File: src/rtl/v_change_reporter_if.sv
// Byte stream from the change reporter to the UART TX framer.
// A byte moves on every cycle where tx_valid and tx_ready are both high.
interface v_change_reporter_if;
   logic       tx_valid;
   logic       tx_ready;
   logic [7:0] tx_byte;
   logic       tx_first;
   logic       tx_last;

   modport master (
      output tx_valid,
      output tx_byte,
      output tx_first,
      output tx_last,
      input  tx_ready
   );

   modport slave (
      input  tx_valid,
      input  tx_byte,
      input  tx_first,
      input  tx_last,
      output tx_ready
   );
endinterface

File: src/rtl/v_change_reporter.sv
// Watches NUM_CHANNELS virtual output buses and streams one chunk (type byte plus
// payload bytes MSB-first) for every channel whose value moved since it was last sent.
module v_change_reporter #(
   parameter int NUM_CHANNELS    = 4,
   parameter int DATA_WIDTH      = 16,
   parameter int CHUNK_TYPE_BASE = 2,
   parameter int HOLDOFF_CYCLES  = 0
) (
   input  logic                               CLK,
   input  logic                               reset,
   input  logic [NUM_CHANNELS*DATA_WIDTH-1:0] ch_data,
   input  logic                               force_refresh,
   v_change_reporter_if.master                tx,
   output logic [NUM_CHANNELS-1:0]            pending
);
   localparam int NB      = DATA_WIDTH / 8;
   localparam int FRAME_W = 8 * (NB + 1);
   localparam int PTR_W   = (NUM_CHANNELS > 1) ? $clog2(NUM_CHANNELS) : 1;
   localparam int K_W     = $clog2(NB + 1);
   localparam int HO_W    = (HOLDOFF_CYCLES > 1) ? $clog2(HOLDOFF_CYCLES) : 1;

   typedef enum logic [1:0] {
      IDLE,
      SEND,
      HOLDOFF
   } state_t;

   state_t                  state_q, state_d;
   logic [DATA_WIDTH-1:0]   shadow_q [NUM_CHANNELS];
   logic [DATA_WIDTH-1:0]   shadow_d [NUM_CHANNELS];
   logic [NUM_CHANNELS-1:0] pending_q, pending_d;
   logic [PTR_W-1:0]        rr_ptr_q, rr_ptr_d;
   logic [FRAME_W-1:0]      frame_q, frame_d;
   logic [K_W-1:0]          k_q, k_d;
   logic [HO_W-1:0]         ho_cnt_q, ho_cnt_d;

   logic [DATA_WIDTH-1:0]   ch_word [NUM_CHANNELS];
   logic [NUM_CHANNELS-1:0] differs;
   logic [NUM_CHANNELS-1:0] capture_vec;
   logic                    capture;
   logic                    xfer;
   logic [PTR_W-1:0]        sel;

   assign capture = (state_q == IDLE) && (|pending_q);
   assign xfer    = (state_q == SEND) && tx.tx_ready;

   for (genvar gi = 0; gi < NUM_CHANNELS; gi++) begin : g_chan
      assign ch_word[gi]     = ch_data[gi*DATA_WIDTH +: DATA_WIDTH];
      assign differs[gi]     = (ch_word[gi] != shadow_q[gi]);
      assign capture_vec[gi] = capture && (sel == PTR_W'(gi));
   end

   // Scan from the farthest offset down so the nearest pending channel after rr_ptr wins.
   always_comb begin
      logic [PTR_W:0] idx;
      sel = '0;
      idx = '0;
      for (int off = NUM_CHANNELS; off >= 1; off--) begin
         idx = {1'b0, rr_ptr_q} + (PTR_W+1)'(off);
         if (idx >= (PTR_W+1)'(NUM_CHANNELS)) begin
            idx = idx - (PTR_W+1)'(NUM_CHANNELS);
         end
         if (pending_q[idx[PTR_W-1:0]]) begin
            sel = idx[PTR_W-1:0];
         end
      end
   end

   // A capture and force_refresh on the same edge must leave the bit set.
   always_comb begin
      for (int i = 0; i < NUM_CHANNELS; i++) begin
         shadow_d[i]  = shadow_q[i];
         pending_d[i] = pending_q[i];
         if (capture_vec[i]) begin
            shadow_d[i]  = ch_word[i];
            pending_d[i] = 1'b0;
         end else if (differs[i]) begin
            pending_d[i] = 1'b1;
         end
         if (force_refresh) begin
            pending_d[i] = 1'b1;
         end
      end
   end

   always_comb begin
      state_d  = state_q;
      rr_ptr_d = rr_ptr_q;
      frame_d  = frame_q;
      k_d      = k_q;
      ho_cnt_d = ho_cnt_q;
      case (state_q)
         IDLE: begin
            if (capture) begin
               frame_d  = {8'(CHUNK_TYPE_BASE) + 8'(sel), ch_word[sel]};
               rr_ptr_d = sel;
               k_d      = '0;
               state_d  = SEND;
            end
         end
         SEND: begin
            if (xfer) begin
               if (k_q == K_W'(NB)) begin
                  k_d = '0;
                  if (HOLDOFF_CYCLES > 0) begin
                     state_d  = HOLDOFF;
                     ho_cnt_d = HO_W'(HOLDOFF_CYCLES - 1);
                  end else begin
                     state_d = IDLE;
                  end
               end else begin
                  k_d     = k_q + K_W'(1);
                  frame_d = frame_q << 8;
               end
            end
         end
         HOLDOFF: begin
            if (ho_cnt_q == '0) begin
               state_d = IDLE;
            end else begin
               ho_cnt_d = ho_cnt_q - HO_W'(1);
            end
         end
         default: state_d = IDLE;
      endcase
   end

   always_ff @(posedge CLK) begin
      if (reset) begin
         state_q   <= IDLE;
         pending_q <= '1;
         rr_ptr_q  <= PTR_W'(NUM_CHANNELS - 1);
         frame_q   <= '0;
         k_q       <= '0;
         ho_cnt_q  <= '0;
         for (int i = 0; i < NUM_CHANNELS; i++) begin
            shadow_q[i] <= '0;
         end
      end else begin
         state_q   <= state_d;
         pending_q <= pending_d;
         rr_ptr_q  <= rr_ptr_d;
         frame_q   <= frame_d;
         k_q       <= k_d;
         ho_cnt_q  <= ho_cnt_d;
         for (int i = 0; i < NUM_CHANNELS; i++) begin
            shadow_q[i] <= shadow_d[i];
         end
      end
   end

   assign tx.tx_valid = (state_q == SEND);
   assign tx.tx_byte  = (state_q == SEND) ? frame_q[FRAME_W-1 -: 8] : 8'h00;
   assign tx.tx_first = (state_q == SEND) && (k_q == '0);
   assign tx.tx_last  = (state_q == SEND) && (k_q == K_W'(NB));
   assign pending     = pending_q;
endmodule

File: src/flat_wrapper.sv
// flat-port wrapper written by rule: the top's interface ports become plain ports
module v_change_reporter_flat 
#(
   parameter int NUM_CHANNELS    = 4,
   parameter int DATA_WIDTH      = 16,
   parameter int CHUNK_TYPE_BASE = 2,
   parameter int HOLDOFF_CYCLES  = 0
)
  (CLK, reset, ch_data, force_refresh, pending, tx_tx_valid, tx_tx_byte, tx_tx_first, tx_tx_last, tx_tx_ready);
  v_change_reporter_if tx_i ();
  input  logic CLK;
  input  logic reset;
  input  logic [NUM_CHANNELS*DATA_WIDTH-1:0] ch_data;
  input  logic force_refresh;
  output logic [NUM_CHANNELS-1:0] pending;
  output wire logic [$bits(tx_i.tx_valid)-1:0] tx_tx_valid;
  output wire logic [$bits(tx_i.tx_byte)-1:0] tx_tx_byte;
  output wire logic [$bits(tx_i.tx_first)-1:0] tx_tx_first;
  output wire logic [$bits(tx_i.tx_last)-1:0] tx_tx_last;
  input wire logic [$bits(tx_i.tx_ready)-1:0] tx_tx_ready;
  assign tx_tx_valid = tx_i.tx_valid;
  assign tx_tx_byte = tx_i.tx_byte;
  assign tx_tx_first = tx_i.tx_first;
  assign tx_tx_last = tx_i.tx_last;
  assign tx_i.tx_ready = tx_tx_ready;
  v_change_reporter #(.NUM_CHANNELS(NUM_CHANNELS), .DATA_WIDTH(DATA_WIDTH), .CHUNK_TYPE_BASE(CHUNK_TYPE_BASE), .HOLDOFF_CYCLES(HOLDOFF_CYCLES)) u_core (.CLK(CLK), .reset(reset), .ch_data(ch_data), .force_refresh(force_refresh), .tx(tx_i), .pending(pending));
endmodule
File: config.mk
export PLATFORM = sky130hd
export DESIGN_NAME = v_change_reporter_flat
export DESIGN_NICKNAME = d
export VERILOG_FILES = /design/src/rtl/v_change_reporter_if.sv /design/src/rtl/v_change_reporter.sv /design/src/flat_wrapper.sv
export SDC_FILE = /design/constraint.sdc
export NUM_CORES = 1
export LEC_CHECK = 0
export ABC_CLOCK_PERIOD_IN_PS = 3700
export CAP_MARGIN = 20
export CORE_ASPECT_RATIO = 1.5
export CORE_MARGIN = 2
export CORE_UTILIZATION = 58
export CTS_CLUSTER_DIAMETER = 200
export DETAILED_ROUTE_END_ITERATION = 10
export PLACE_DENSITY_LB_ADDON = 0.1
export SYNTH_ARGS = -nofsm -noshare
export SYNTH_HDL_FRONTEND = slang
export SYNTH_SLANG_ARGS = --single-unit
export TNS_END_PERCENT = 100
File: constraint.sdc
create_clock -name CLK -period 3.7 [get_ports CLK]
set_input_delay 1.11 -clock CLK [delete_from_list [all_inputs] [get_ports CLK]]
set_output_delay 1.11 -clock CLK [all_outputs]
set_load 0.02 [all_outputs]
# == Word level (Yosys, flattened, before mapping) ==
# Memory sizes are Yosys's and may differ from the RTL's.
# Cells that the tools add are included.
# totals
register_bits,35
ram_bits,64
out_inout_bits,15
mem_count,1
# op_classes
addsub,11
order_cmp,9
eq_ne,15
muxes,53
n_bitwise,5
n_reduce_logical,22
# mem_list
memory,depth,width,read_ports,rd_ports_with_merged_regs,write_ports,line,source
u_core.shadow_q,4,16,4,0,4,v_change_reporter.sv:29,logic [DATA_WIDTH-1:0] shadow_q [NUM_CHANNELS];
# ops
cell,count
16-bit 2-to-1 mux,10
24-bit 2-to-1 mux,3
16-bit != test,4
24-bit one-hot mux with 2 select lines,1
16-bit binary-select mux with 2-bit select,1
2-bit 2-to-1 mux,15
1-bit 2-to-1 mux,16
"3-bit >= comparator, second input constant",5
"2-bit by 3-bit less-than comparator with 1-bit output, second input constant",4
2-bit nonzero test,5
1-bit binary-select mux with 2-bit select,4
"2-bit == test, second input constant",4
1-bit logical AND,8
8-bit 2-to-1 mux,1
4-bit AND reduction,2
"2-bit by 1-bit subtractor with 2-bit output, second input constant",4
"2-bit by 2-bit adder with 3-bit output, second input constant",2
2-bit zero test,3
"2-bit by 1-bit != test with 1-bit output, second input constant",3
2-bit one-hot mux with 3 select lines,1
"2-bit by 1-bit == test with 1-bit output, second input constant",2
"2-bit != test, second input constant",2
1-bit OR,4
2-bit one-hot mux with 2 select lines,1
10 further kinds,10

# == Longest topological paths before layout ==
# Gate-level depths: netlist of run 1.
# logic_depth
word_depth,15
mapped_depth,8
ltp_nobuf,5

# == Worst setup path after synthesis of run 1 ==
# No wires, ideal clock.
# synth_path
kind,input -> register
startpoint,input port reset
endpoint,register u_core.frame_q[14]
setup_ps,69
t_arrival_ps,2272
setup_slack_ps,1359
path_stages,6
n_path_buf,3
path_cell_list,clkbuf_1 > or4b_1 > buf_2 > buf_6 > o22a_1 > o21ai_1
# synth_lines
item,line,source
start: declaration,flat_wrapper.sv:12,input logic reset;
end signal: assignment,v_change_reporter.sv:143,frame_q <= frame_d;
end: declaration,v_change_reporter.sv:33,"logic [FRAME_W-1:0] frame_q, frame_d;"

# == Final worst setup path of run 1 ==
# layout_path
startpoint,register u_core.k_q[0]
endpoint,output port tx_tx_last
# layout_between
elab_chain_len,2
# layout_rtl
item,line,source
start: declaration,v_change_reporter.sv:34,"logic [K_W-1:0] k_q, k_d;"
start signal: assignment,v_change_reporter.sv:144,k_q <= k_d;
2-bit == test,v_change_reporter.sv:155,assign tx.tx_last = (state_q == SEND) && (k_q == K_W'(NB));
1-bit logical AND,v_change_reporter.sv:155,
end: declaration,flat_wrapper.sv:19,output wire logic [$bits(tx_i.tx_last)-1:0] tx_tx_last;
# No other way between the ends.

==> impl_results.md, run 1 <==
* Die area at 9658 µm²
* Yosys warns at 0
* Seq/Total Area, Yosys at 37.73%
* Yosys reg bits at 97
* Placed Instances at 726
* Aggregate global routing overflow at 0
* I/O pin count at 83
* Vias in the first global route at 4,275
* Row count at 42
* WL per Instance at 17.35 µm
* Placed instance area at 5948 µm²
* Critical path data required time at 2590 ps
* Power, Total at 2.608 mW
* P_leak at 2.434 nW
* Max stage delay on crit path at 610 ps
* Total GRT Usage at 28.03%
* Hold path depth at 2
* Synth top area share at 37.73%
* Total CTS buffers at 9
* RSZ-0062 raised after global routing: false
* Reg-to-reg slack, setup at 1190 ps
* CTS Root Cell: clkbuf_16
* Clk_lat worst skew at 340 ps
* Maximum VDD drop at 0.3093 mV
* Synth Net Count at 629
* Clk buf depth at 2
* Setup violations, final at 0
* Crit path DAT at 1850 ps
* Period utilisation layout at 79.87%
* Core Box Area at 8723 µm²
* Initial antenna violation count at 0
* Post-Syn Area at 5146 µm²
* Placement Setup Slack at 744.8 ps
* Post-route cell area at 6233 µm²
* R2r startpoint: u_core.pending[3]$_SDFFE_PP1P_
* Pwr Density at 418.4 nW/µm²
* First-pass GRT wire length at 20,570 µm
* Share of cells above drive strength 1 at 6.032%
* Final wirelength at 12,840 µm
* DR pass1 iterations at 7
* Clock Skew at 4.323 ps
* Crit path kind: flop to output pin
* Largest net degree at the start of global routing at 65
* Fill count at 736
* CTS tree: built
* Reg-to-Reg End: u_core.frame_q[8]$_SDFFE_PP0P_
* CP cell instances: nand3b_1, inv_1, clkdlybuf4s50_1
* Fin cells at 740
* Commonest register cell after synthesis: dfxtp_1
* Top cells by area, synth: dfxtp_1, mux2i_1, nand2_1, xor2_1, xnor2_1
* Min Tclk post-route at 2955 ps
* CP Capture Type: output pin
* Reg2Reg Depth at 6
* HP Class: flop to flop
* Die Y at 119.4 µm
* EDFF count, synth at 0
* CP startpoint kind: flop
* Cts repair resizes at 0
* Register area at 1942 µm²
* Area growth syn-to-layout at 21.13%
* Post-route DRC at 0
* Starting Density at 58.99%
* Clock sink total at 97
* Status: finished clean
* Final Max Slew Viols at 0
* N_diodes at 0
* Hold Vio Cnt, Final at 0
* Hold path start: u_core.frame_q[22]$_SDFFE_PP0P_
* Footprint of the multi-input gates at 2959 µm²
* GPL Wtd Cong at 0.9103
* Final TNS setup at 0 ps
* Final Util at 71.46%
* Slew @ Worst Pin at 1089 ps
* Nets at 695
* Via Count at 4,255
* Slew Limit Headroom at 27.24%
* CP max-delay cell: clkdlybuf4s50_1
* MaxCap Viol Count at 0
* Largest area contributor in the netlist: dfxtp_1
* Final hold slack at 450.0 ps
* Worst setup margin at 744.9 ps
* Highest clock rate at 338.4 MHz
* Ys async rst share at 0%
* Die X at 80.91 µm
* Detailed-route vias per instance at 5.750
* Synthesized area per cell at 9.173 µm²
* Worst Hold End: u_core.frame_q[22]$_SDFFE_PP0P_
* Setup bufs post-CTS at 0
* HPWL after detailed placement at 9786 µm
* DRT iter0 DRCs at 275
* Crit Path Max Fanout at 11
* Post-Syn Instances at 561
* Post-DRT Antenna Nets at 0
* Clock transition at path regs at 60 ps
* Cts hold-fix bufs at 0
* Post-synth cell types at 48
* Port Buffers at 82
* CTS H-Tree Depth at 3
==> area by class of cell <==
cell class                      instances  area share [%]
Timing Repair Buffer                   89           13.93
Inverter                               11          0.6624
Sequential cell                        97           31.15
Clock inverter                          3          0.6825
Multi-Input combinational cell        419           47.47
Clock buffer                           11           3.894
Tap cell                              110           2.208
==> state kept, by name (all words and copies together), names as in the netlist <==
name             count
u_core.pending       4
u_core.frame_q      24
u_core.state_q       1
u_core.k_q           2
u_core.shadow_q     64
u_core.rr_ptr_q      2
==> cell usage in the layout, fill, tap and decap left out, types with 8 or more instances in the layout <==
cell type,count
dfxtp_1,97
mux2i_1,96
nand2_1,82
clkdlybuf4s50_1,81
nor2_1,40
xor2_1,34
xnor2_1,30
o21ai_0,17
nand3_1,15
a21oi_1,13
nor4_1,12
inv_1,10
a22oi_1,9
clkbuf_16,9
and2_1,8
o221ai_1,8
o22a_1,8
nand4_1,8
==> where the power goes <==
part | switching (mW) | internal, mW
logic | 0.273 | 0.250
registers | 0.0517 | 1.11
clock network | 0.385 | 0.534
total | 0.710 | 1.90
==> cells in the mapped netlist (2+ instances only) <==
| cell type | n |
|---|---|
| a31oi_1 | 3 |
| o22a_1 | 8 |
| a21oi_1 | 13 |
| xnor2_1 | 30 |
| nor3_1 | 5 |
| dfxtp_1 | 97 |
| xor2_1 | 34 |
| nand4_1 | 8 |
| inv_1 | 11 |
| mux2i_1 | 96 |
| and2_1 | 8 |
| clkbuf_1 | 16 |
| buf_4 | 4 |
| nor2_1 | 40 |
| a22oi_1 | 9 |
| buf_6 | 6 |
| o221ai_1 | 8 |
| nand2_1 | 82 |
| o21a_1 | 2 |
| nand2b_1 | 6 |
| nand3_1 | 15 |
| buf_12 | 2 |
| o21ai_0 | 17 |
| buf_2 | 5 |
| o21ai_1 | 2 |
| nor4_1 | 12 |
==> logic make-up (layout without fill, tap and decap cells) <==
family	count (synthesis)	in the layout	share of synthesized area, %
compound gates	71	71	10.31
xor+xnor	64	64	10.89
buf+inv	45	114	5.203
flops	97	97	37.73
mux	96	96	18.67
simple gates	188	188	17.19
==> routing by layer <==
layer  track usage, %  share of wire [%]  up-vias
li1                 -                  -     2072
met3            4.167                3.7       40
met5                0                  0        -
met2            47.00                 51      125
met4            16.74                5.2        0
met1            32.95                 40     2018
==> critical path, delay by kind of cell (launching register included) <==
| family | cells | cell delay, ps |
|---|---|---|
| buf+inv | 2 | 740 |
| flops | 1 | 340 |
| simple gates | 1 | 430 |
==> worst max-delay path by stage <==
stage / to / cells after the start / slack (ps) / start
2_1_floorplan: u_core.frame_q[14]$_SDFFE_PP0P_ / 6 / 1360 / reset
5_1_grt: tx_tx_last / 3 / 670 / u_core.state_q[0]$_SDFFE_PP0P_
6_report: tx_tx_last / 3 / 740 / u_core.k_q[0]$_SDFFE_PP0P_
3_3_place_gp: u_core.frame_q[6]$_SDFFE_PP0P_ / 6 / 780 / tx_tx_ready
4_1_cts: tx_tx_last / 3 / 740 / u_core.k_q[0]$_SDFFE_PP0P_
3_5_place_dp: u_core.frame_q[5]$_SDFFE_PP0P_ / 6 / 740 / tx_tx_ready
Note: power is estimated with default switching activity, not from simulation.
==> run 2, diff against run 1 <==
--- a/config.mk
+++ b/config.mk
@@ -5,11 +5,11 @@
 export SDC_FILE = /design/constraint.sdc
 export NUM_CORES = 1
 export LEC_CHECK = 0
-export ABC_CLOCK_PERIOD_IN_PS = 3700
+export ABC_CLOCK_PERIOD_IN_PS = 2800
 export CAP_MARGIN = 20
 export CORE_ASPECT_RATIO = 1.5
 export CORE_MARGIN = 2
-export CORE_UTILIZATION = 58
+export CORE_UTILIZATION = 54
 export CTS_CLUSTER_DIAMETER = 200
 export DETAILED_ROUTE_END_ITERATION = 10
 export PLACE_DENSITY_LB_ADDON = 0.1
==> constraint.sdc (replaced) <==
create_clock -name CLK -period 2.8 [get_ports CLK]
set_input_delay 0.84 -clock CLK [delete_from_list [all_inputs] [get_ports CLK]]
set_output_delay 0.84 -clock CLK [all_outputs]
set_load 0.02 [all_outputs]
==> run 2 against run 1 <==
Non-clock buffer count up 6. Die area increased by 7.1%. Sequential share of layout area fell by 0.50 points. Largest cell class unchanged. Largest power group unchanged. Highest routed layer unchanged.
==> impl_results.md, run 2 (same netlist as run 1, synthesis figures left out) <==
* Critical path data required time at 1960 ps
* HPWL after detailed placement at 10,110 µm
* Placed Instances at 733
* Final Max Slew Viols at 0
* CTS Root Cell: clkbuf_16
* Max FFs per register at 64
* CP cell instances: nand3b_1, buf_4, inv_1, clkdlybuf4s50_1
* Share of cells above drive strength 1 at 7.524%
* Largest net degree at the start of global routing at 68
* Final hold slack at 447.9 ps
* Slew Limit Headroom at 55.43%
* Clock sink total at 97
* Placement Setup Slack at 361.7 ps
* Post-DRT Antenna Nets at 0
* Crit Path Max Fanout at 15
* Nets at 701
* Footprint of the multi-input gates at 2959 µm²
* Clock transition at path regs at 60 ps
* CTS H-Tree Depth at 3
* CP max-delay cell: clkdlybuf4s50_1
* Maximum VDD drop at 0.4891 mV
* Slew @ Worst Pin at 666.9 ps
* Core Box Area at 9254 µm²
* Max stage delay on crit path at 590 ps
* Clock Skew at 9.393 ps
* Detailed-route vias per instance at 5.692
* Clk buf depth at 2
* DRT iter0 DRCs at 351
* Die Y at 123.6 µm
* Final wirelength at 13,310 µm
* Top reg by flops: u_core.shadow_q
* N_diodes at 0
* Power, Total at 3.600 mW
* Setup violations, final at 0
* Pwr Density at 567.8 nW/µm²
* Aggregate global routing overflow at 0
* Die X at 83.71 µm
* CTS tree: built
* GPL Wtd Cong at 0.8577
* CP Capture Type: output pin
* WL per Instance at 17.75 µm
* Period utilisation layout at 91.74%
* Fill count at 761
* CP delay by family, top: buffers and inverters
* Final TNS setup at 0 ps
* HP Class: flop to flop
* MaxCap Viol Count at 0
* Fin cells at 750
* Area growth syn-to-layout at 23.19%
* Initial antenna violation count at 0
* Total CTS buffers at 9
* Worst setup margin at 231.4 ps
* Most frequent cells in the layout: mux2i_1, dfxtp_1, nand2_1
* CP startpoint kind: flop
* Port Buffers at 82
* CP bufs+invs at 3
* Vias in the first global route at 4,012
* P_leak at 2.490 nW
* Row count at 43
* Register area at 1943 µm²
* Starting Density at 55.61%
* Crit path kind: flop to output pin
* DR pass1 iterations at 4
* Cts hold-fix bufs at 0
* I/O pin count at 83
* Hold Vio Cnt, Final at 0
* Clk_lat worst skew at 340 ps
* Post-route DRC at 0
* Highest clock rate at 389.3 MHz
* Die area at 10,340 µm²
* Min Tclk post-route at 2569 ps
* Status: finished clean
* Via Count at 4,269
* Crit path DAT at 1730 ps
* Total GRT Usage at 26.03%
* RSZ-0062 raised after global routing: false
* First-pass GRT wire length at 20,850 µm
==> run 2: routing by layer <==
metal	GRT usage, %	up-vias	part of all wire, %	routed length (µm)
li1	-	2094	-	-
met1	31.68	2045	40	5385
met2	45.40	99	51	6799
met3	3.405	31	4.3	567
met4	12.70	0	4.2	561
met5	0	-	0	0
==> run 2: worst paths after layout <==
kind | from | to | slack [ps] | cells after the start
min | u_core.frame_q[23]$_SDFFE_PP0P_ | u_core.frame_q[23]$_SDFFE_PP0P_ | 450 | 2
max | u_core.state_q[0]$_SDFFE_PP0P_ | tx_tx_last | 230 | 4
max reg2reg | u_core.pending[3]$_SDFFE_PP1P_ | u_core.shadow_q[2][6]$_SDFFE_PP0P_ | 610 | 7
min reg2reg | u_core.frame_q[23]$_SDFFE_PP0P_ | u_core.frame_q[23]$_SDFFE_PP0P_ | 450 | 2
==> run 2: worst register-to-register path, delay by kind of cell, from the launching register on <==
family / cells / cell delay, ps
buffers and inverters: 2 / 650
flip-flops: 1 / 480
AND/OR/NAND/NOR: 3 / 470
AO/OA/AOI/OAI: 1 / 280
multiplexers: 1 / 230
==> run 2: through the flow <==
stage	cell area (µm²)	util (%)
after floorplan	5146	-
after global placement	6001	64.85
after detailed placement	6001	64.85
after CTS	6331	68.42
after global routing	6340	68.51
final	6340	68.51
==> run 2: cell type report <==
type | count | share of cell area (%)
clock buffers | 11 | 3.987
inverters | 11 | 0.6513
clock inverters | 5 | 1.224
flip-flops and latches | 97 | 30.65
repair buffers | 95 | 14.60
well taps | 112 | 2.210
multi-input cells | 419 | 46.67
==> run 2: repair_timing <==
item | 4_1_cts | 5_1_grt
setup endpoints to repair | 0 | 1
resized for setup | 0 | 1
setup buffers | 0 | 0
==> run 2: where the power goes <==
group / switching (mW) / internal [mW]
clock network: 0.527 / 0.829
logic: 0.368 / 0.337
registers: 0.0670 / 1.47
total: 0.961 / 2.64
==> run 3, diff against run 2 <==
--- a/config.mk
+++ b/config.mk
@@ -12,6 +12,7 @@
 export CORE_UTILIZATION = 54
 export CTS_CLUSTER_DIAMETER = 200
 export DETAILED_ROUTE_END_ITERATION = 10
+export GPL_ROUTABILITY_DRIVEN = 0
 export PLACE_DENSITY_LB_ADDON = 0.1
 export SYNTH_ARGS = -nofsm -noshare
 export SYNTH_HDL_FRONTEND = slang
==> results of run 3 <==
Same layout as run 2: the final DEF is identical, and so are final timing and power.
